--- src/rtl/mem_port_ctrl.sv ---
// mem_port_ctrl: initiator-side controller for a single-port synchronous SRAM macro.
// It takes read/write requests on a valid/ready channel and drives one registered
// memory command per accepted request. Read data returns in order through a small
// first-word-fall-through response FIFO. Credits are counted so that every issued
// read always has a FIFO slot when its data arrives.
// Optional feature macro: MEM_PORT_CTRL_INIT_EN. When defined, the controller zero-fills
// the whole memory after reset before it accepts any request.
module mem_port_ctrl #(
  parameter int DATA_W    = 16,
  parameter int ADDR_W    = 10,
  parameter int RD_LAT    = 1,
  parameter int RSP_DEPTH = 2
) (
  input  logic              clock,
  input  logic              reset,
  input  logic              req_valid,
  output logic              req_ready,
  input  logic              req_write,
  input  logic [ADDR_W-1:0] req_addr,
  input  logic [DATA_W-1:0] req_wdata,
  output logic              rsp_valid,
  input  logic              rsp_ready,
  output logic [DATA_W-1:0] rsp_rdata,
  output logic              init_done,
  output logic              mem_chip_en,
  output logic              mem_wr_en,
  output logic              mem_rd_en,
  output logic [ADDR_W-1:0] mem_addr,
  output logic [DATA_W-1:0] mem_wr_data,
  input  logic [DATA_W-1:0] mem_rd_data
);

  // Outstanding counter must hold 0..RSP_DEPTH; FIFO pointers need at least one bit.
  localparam int OW = $clog2(RSP_DEPTH + 1);
  localparam int PW = (RSP_DEPTH > 1) ? $clog2(RSP_DEPTH) : 1;
  localparam logic [OW-1:0] DEPTH_C  = OW'(RSP_DEPTH);
  localparam logic [PW-1:0] LAST_PTR = PW'(RSP_DEPTH - 1);

  logic run;
  logic accept;
  logic rd_accept;
  logic push;
  logic pop;

  // Registered memory command
  logic              mem_chip_en_q, mem_chip_en_d;
  logic              mem_wr_en_q,   mem_wr_en_d;
  logic              mem_rd_en_q,   mem_rd_en_d;
  logic [ADDR_W-1:0] mem_addr_q,    mem_addr_d;
  logic [DATA_W-1:0] mem_wr_data_q, mem_wr_data_d;

  // Read-return tracking: bit k is set when a read sampled by the macro
  // k edges ago is still on its way back; the top bit marks capture.
  logic [RD_LAT-1:0] rd_pipe_q, rd_pipe_d;

  // Credits and response FIFO
  logic [OW-1:0]     out_q, out_d;
  logic [OW-1:0]     cnt_q, cnt_d;
  logic [PW-1:0]     wr_ptr_q, wr_ptr_d;
  logic [PW-1:0]     rd_ptr_q, rd_ptr_d;
  logic [DATA_W-1:0] fifo_mem_q [RSP_DEPTH];

`ifdef MEM_PORT_CTRL_INIT_EN
  localparam logic [0:0] ST_INIT = 1'b0;
  localparam logic [0:0] ST_RUN  = 1'b1;
  localparam logic [ADDR_W-1:0] LAST_ADDR = '1;

  logic [0:0]        state_q, state_d;
  logic [ADDR_W-1:0] init_addr_q, init_addr_d;

  // Zero-fill sweep: one address per cycle, then RUN for good; the counter
  // wraps back to 0 as the last address is issued and stays idle afterwards.
  always_comb begin
    state_d     = state_q;
    init_addr_d = init_addr_q;
    if (state_q == ST_INIT) begin
      init_addr_d = init_addr_q + ADDR_W'(1);
      if (init_addr_q == LAST_ADDR) state_d = ST_RUN;
    end
  end

  // FSM and sweep address state
  always_ff @(posedge clock or posedge reset) begin
    if (reset) begin
      state_q     <= ST_INIT;
      init_addr_q <= '0;
    end else begin
      state_q     <= state_d;
      init_addr_q <= init_addr_d;
    end
  end

  assign run       = (state_q == ST_RUN);
  assign init_done = run;
`else
  // Without the sweep the controller is serviceable as soon as reset drops.
  assign run       = 1'b1;
  assign init_done = ~reset;
`endif

  // Gate on credits only; request type and valid do not affect readiness.
  assign req_ready = run && (out_q < DEPTH_C);
  assign accept    = req_valid && req_ready;
  assign rd_accept = accept && !req_write;

  assign push      = rd_pipe_q[RD_LAT-1];
  assign rsp_valid = (cnt_q != '0);
  assign pop       = rsp_valid && rsp_ready;
  assign rsp_rdata = fifo_mem_q[rd_ptr_q];

  // Next memory command: strobes last exactly one cycle, address/data hold otherwise.
  always_comb begin
    mem_chip_en_d = 1'b0;
    mem_wr_en_d   = 1'b0;
    mem_rd_en_d   = 1'b0;
    mem_addr_d    = mem_addr_q;
    mem_wr_data_d = mem_wr_data_q;
`ifdef MEM_PORT_CTRL_INIT_EN
    if (state_q == ST_INIT) begin
      mem_chip_en_d = 1'b1;
      mem_wr_en_d   = 1'b1;
      mem_addr_d    = init_addr_q;
      mem_wr_data_d = '0;
    end else
`endif
    if (accept) begin
      mem_chip_en_d = 1'b1;
      mem_wr_en_d   = req_write;
      mem_rd_en_d   = !req_write;
      mem_addr_d    = req_addr;
      mem_wr_data_d = req_wdata;
    end
  end

  // Shift read markers toward the capture point; the live read strobe enters at bit 0
  // because the macro samples it on the edge that ends the command cycle.
  always_comb begin
    rd_pipe_d = RD_LAT'({rd_pipe_q, mem_rd_en_q});
  end

  // Credit and FIFO bookkeeping: a read accept takes a credit, a pop returns it.
  always_comb begin
    out_d    = out_q;
    cnt_d    = cnt_q;
    wr_ptr_d = wr_ptr_q;
    rd_ptr_d = rd_ptr_q;
    case ({rd_accept, pop})
      2'b10:   out_d = out_q + OW'(1);
      2'b01:   out_d = out_q - OW'(1);
      default: out_d = out_q;
    endcase
    case ({push, pop})
      2'b10:   cnt_d = cnt_q + OW'(1);
      2'b01:   cnt_d = cnt_q - OW'(1);
      default: cnt_d = cnt_q;
    endcase
    if (push) wr_ptr_d = (wr_ptr_q == LAST_PTR) ? '0 : wr_ptr_q + PW'(1);
    if (pop)  rd_ptr_d = (rd_ptr_q == LAST_PTR) ? '0 : rd_ptr_q + PW'(1);
  end

  // Control state; reset drops every in-flight read and buffered response.
  always_ff @(posedge clock or posedge reset) begin
    if (reset) begin
      mem_chip_en_q <= 1'b0;
      mem_wr_en_q   <= 1'b0;
      mem_rd_en_q   <= 1'b0;
      mem_addr_q    <= '0;
      mem_wr_data_q <= '0;
      rd_pipe_q     <= '0;
      out_q         <= '0;
      cnt_q         <= '0;
      wr_ptr_q      <= '0;
      rd_ptr_q      <= '0;
    end else begin
      mem_chip_en_q <= mem_chip_en_d;
      mem_wr_en_q   <= mem_wr_en_d;
      mem_rd_en_q   <= mem_rd_en_d;
      mem_addr_q    <= mem_addr_d;
      mem_wr_data_q <= mem_wr_data_d;
      rd_pipe_q     <= rd_pipe_d;
      out_q         <= out_d;
      cnt_q         <= cnt_d;
      wr_ptr_q      <= wr_ptr_d;
      rd_ptr_q      <= rd_ptr_d;
    end
  end

  // FIFO storage needs no reset: the occupancy count qualifies every entry.
  always_ff @(posedge clock) begin
    if (push) fifo_mem_q[wr_ptr_q] <= mem_rd_data;
  end

  assign mem_chip_en = mem_chip_en_q;
  assign mem_wr_en   = mem_wr_en_q;
  assign mem_rd_en   = mem_rd_en_q;
  assign mem_addr    = mem_addr_q;
  assign mem_wr_data = mem_wr_data_q;

endmodule

--- config.mk ---
export PLATFORM = sky130hd
export DESIGN_NAME = mem_port_ctrl
export DESIGN_NICKNAME = d
export VERILOG_FILES = /design/src/rtl/mem_port_ctrl.sv
export SDC_FILE = /design/constraint.sdc
export NUM_CORES = 1
export LEC_CHECK = 0
export ABC_AREA = 1
export CORE_MARGIN = 2
export CORE_UTILIZATION = 29
export CTS_CLUSTER_DIAMETER = 60
export DETAILED_ROUTE_END_ITERATION = 6
export GPL_TIMING_DRIVEN = 0
export PLACE_DENSITY = 0.53
export SLEW_MARGIN = 20
export SYNTH_ARGS = -nofsm -noshare
export SYNTH_HDL_FRONTEND = slang
export SYNTH_SLANG_ARGS = --single-unit
--- constraint.sdc ---
create_clock -name clock -period 1.9 [get_ports clock]
set_input_delay 0.38 -clock clock [delete_from_list [all_inputs] [get_ports clock]]
set_output_delay 0.38 -clock clock [all_outputs]
set_load 0.02 [all_outputs]
==> impl_metrics.tcl <==
set metrics [dict create \
    fp.dieArea_sq_um 9790 \
    cts_num_sinks 68 \
    die_x_microns 98.9 \
    n_fill_cell 848 \
    detail_route.wl_per_cell_microns 12.4 \
    timing.fmax_mhz 547 \
    n_antenna_cell 0 \
    routed_wl_microns 5760 \
    antenna_found_initial 0 \
    syn_to_final_growth_pct 47.5 \
    via_per_inst 4.09 \
    hpwl_microns 4090 \
    antenna_left 0 \
    cts_hold_buffers 0 \
    dr.pass1.iters 4 \
    p_leak_uw 0.00179 \
    maxSlewViolCount 0 \
    intPower_uw 3650 \
    whs_ns 0.388 \
    hold_viol_final 0 \
    cts_buffers 9 \
    overflow 0 \
    place_area_sq_um 3710 \
    grt_pass1_wl_microns 9220 \
    synth-compound-area-share_pct 0 \
    pwr-share-clk_pct 19.0 \
    clock_latency_ns 0.33 \
    finalInstanceArea_sq_um 3850 \
    swShare_pct 37.2 \
    relSlewSlack_pct 45.7 \
    combPwrFrac_pct 43.3 \
    cp.arrival_ns 1.45 \
    fin_crit_ns 1.83 \
    synth_area_sq_um 2610 \
    root_buffer "clkbuf_8" \
    ys.warnings.count 0 \
    gp_congestion 0.681 \
    rsz0062_at_grt "false" \
    synth_area_per_cell_sq_um 10.7 \
    drc 0 \
    syn_inst 245 \
    share_seq_of_total_power_pct 37.7 \
    tightest_slew_ns 0.813 \
    start_kind "input pin" \
    yosys.area_share.adder_pct 0.957 \
    synth_seq_area_share_pct 71.2 \
    core_area_sq_um 8720 \
    muxShareOfSynthArea_pct 0 \
    path_class "input pin to output pin" \
    yosysUniqueCellTypes 16 \
    critPathCaptureType "output pin" \
    groute.usage.overall_pct 12.3 \
    synth_top_family_by_area "simple AND/OR/NAND/NOR gates" \
    cap_violations 0 \
    max-clock-path-buffers 2 \
    floorplan.initialDensity_pct 30.0 \
    path_clk_slew_ns 0.07 \
    num_io_pins 95 \
    fin_crit_sh_pct 96.1 \
    nets 401 \
    p_switching_uw 2170 \
    cts_tree "built" \
    skew_ns 0.0118 \
    grt_pass1_vias 1879 \
    vias 1904 \
    required_ns 1.52 \
    synth_fp_nets 294 \
    yosys.area_share.simple_pct 21.9 \
    outcome "finished, final reports clean" \
    grt_max_degree 25 \
    synthXorXnorAreaFrac_pct 1.01 \
    rows 34 \
    r2r_slack_ns 0.38 \
    powerDensity_nw_per_um2 1510 \
    crit_fanout 24 \
    die_h_microns 98.9 \
    io_buffer_count 94 \
    htreeDepth 3 \
    hp-class "flop to flop" \
    ys_seq_elements 68 \
    ir_worst_vdd_mv 0.589 \
    setup_viol 0 \
    total_power_uw 5820 \
    drive_above_1_share_pct 11.2 \
    drtIter0Drc 60 \
]
==> state kept, by name, indices dropped and copies added (netlist names) <==
| register | flops |
|---|---|
| cnt_q | 2 |
| fifo_mem_q | 32 |
| mem_addr | 10 |
| mem_chip_en | 1 |
| mem_rd_en | 1 |
| mem_wr_data | 16 |
| mem_wr_en | 1 |
| out_q | 2 |
| push | 1 |
| rd_ptr_q | 1 |
| wr_ptr_q | 1 |
==> metrics by stage <==
step           utilization, %  setup TNS, ns  std cells  worst slack (ns)
2_1_floorplan               -              0        245             0.277
3_3_place_gp             42.3         -12.47        447             -1.29
3_5_place_dp             42.6          -1.14        448            -0.451
4_1_cts                  44.4              0        465          0.000438
5_1_grt                  44.2              0        465           0.00887
6_report                 44.2              0        465            0.0734
==> worst max-delay path, cell delays in order <==
cell and delay [ns]:
clkdlybuf4s50_1 0.45, inv_4 0.08, buf_12 0.17, dlygate4sd2_1 0.35
==> cells in the mapped netlist (all sizes together) <==
library cell	number	area share (%)
inv	16	2.4
dfrtp	36	34
edfxtp	32	37
ha	2	0.96
buf	8	2.5
xor2	1	0.34
nand2	140	20
nand3	3	0.57
xnor2	2	0.67
nand4	2	0.48
nor2	3	0.43
==> cells by family after synthesis <==
group / after synthesis
AND/OR/NAND/NOR: 148
flip-flops: 68
buffers and inverters: 24
XOR/XNOR: 3
adder cells (fa/ha/maj): 2
==> cell type report <==
| type | count | area (sq um) | area share [%] |
|---|---|---|---|
| Sequential cell | 68 | 1860 | 48.3 |
| Tap cell | 108 | 135 | 3.51 |
| Clock buffer | 10 | 128 | 3.31 |
| Timing Repair Buffer | 96 | 910 | 23.6 |
| Clock inverter | 6 | 55.1 | 1.43 |
| Multi-Input combinational cell | 153 | 626 | 16.2 |
| Buffer | 8 | 72.6 | 1.88 |
| Inverter | 16 | 67.6 | 1.75 |
==> path summary, 6_finish.rpt <==
| kind | startpoint | endpoint | cells past startpoint |
|---|---|---|---|
| min reg2reg | mem_rd_en$_DFF_PP0_ | push$_DFF_PP0_ | 0 |
| min in group asynchronous | reset | mem_wr_data[7]$_DFFE_PP0P_ | 3 |
| max in group asynchronous | reset | mem_wr_data[2]$_DFFE_PP0P_ | 3 |
| max | reset | init_done | 4 |
| min | mem_rd_en$_DFF_PP0_ | push$_DFF_PP0_ | 0 |
| max reg2reg | out_q[1]$_DFFE_PP0P_ | out_q[1]$_DFFE_PP0P_ | 10 |
==> routing by layer <==
layer | share of wire, % | vias to the layer above | track usage, % | wire length, microns
met5 | 0 | - | 0 | 0
met4 | 1.4 | 0 | 4.74 | 80
met3 | 12 | 5 | 6.88 | 667
met2 | 42 | 78 | 17.2 | 2430
met1 | 45 | 845 | 15.7 | 2580
li1 | - | 976 | - | -
==> layout by cell type, fill, tap and decap left out <==
cell type        synthesis  layout
buf_12                   0       1
buf_2                    2      11
buf_4                    3       4
buf_6                    3       4
bufinv_16                0       1
clkbuf_1                 0       1
clkbuf_2                 0       1
clkbuf_8                 0       9
clkdlybuf4s15_1          0       1
clkdlybuf4s50_1          0      76
clkinv_1                 0       2
clkinv_2                 0       2
clkinvlp_4               0       1
dfrtp_1                 36      36
dlygate4sd2_1            0       5
dlymetal6s2s_1           0       1
edfxtp_1                32      32
ha_1                     2       2
inv_1                   13      12
inv_2                    2       1
inv_4                    1       3
nand2_1                139     139
nand2_4                  1       1
nand3_1                  3       3
nand4_1                  2       2
nor2_1                   3       2
nor2_2                   0       1
xnor2_1                  2       2
xor2_1                   1       1
==> repair_timing <==
item                                    in CTS  in global routing
endpoints found under the setup margin      17                  6
resized for setup                           49                  6
buffers inserted                             1                  0
pin swaps                                    0                  0
hold endpoints to repair                     0                  0
==> power groups by stage <==
stage / registers [uW] / logic (uW) / clock network, uW
3_5_place_dp: 2210 / 2680 / 0
2_1_floorplan: 2540 / 1070 / 0
5_1_grt: 2250 / 2760 / 1220
4_1_cts: 2200 / 2590 / 1150
6_report: 2190 / 2520 / 1100
3_3_place_gp: 2200 / 2650 / 0
Power figures use the tool's default switching activity.
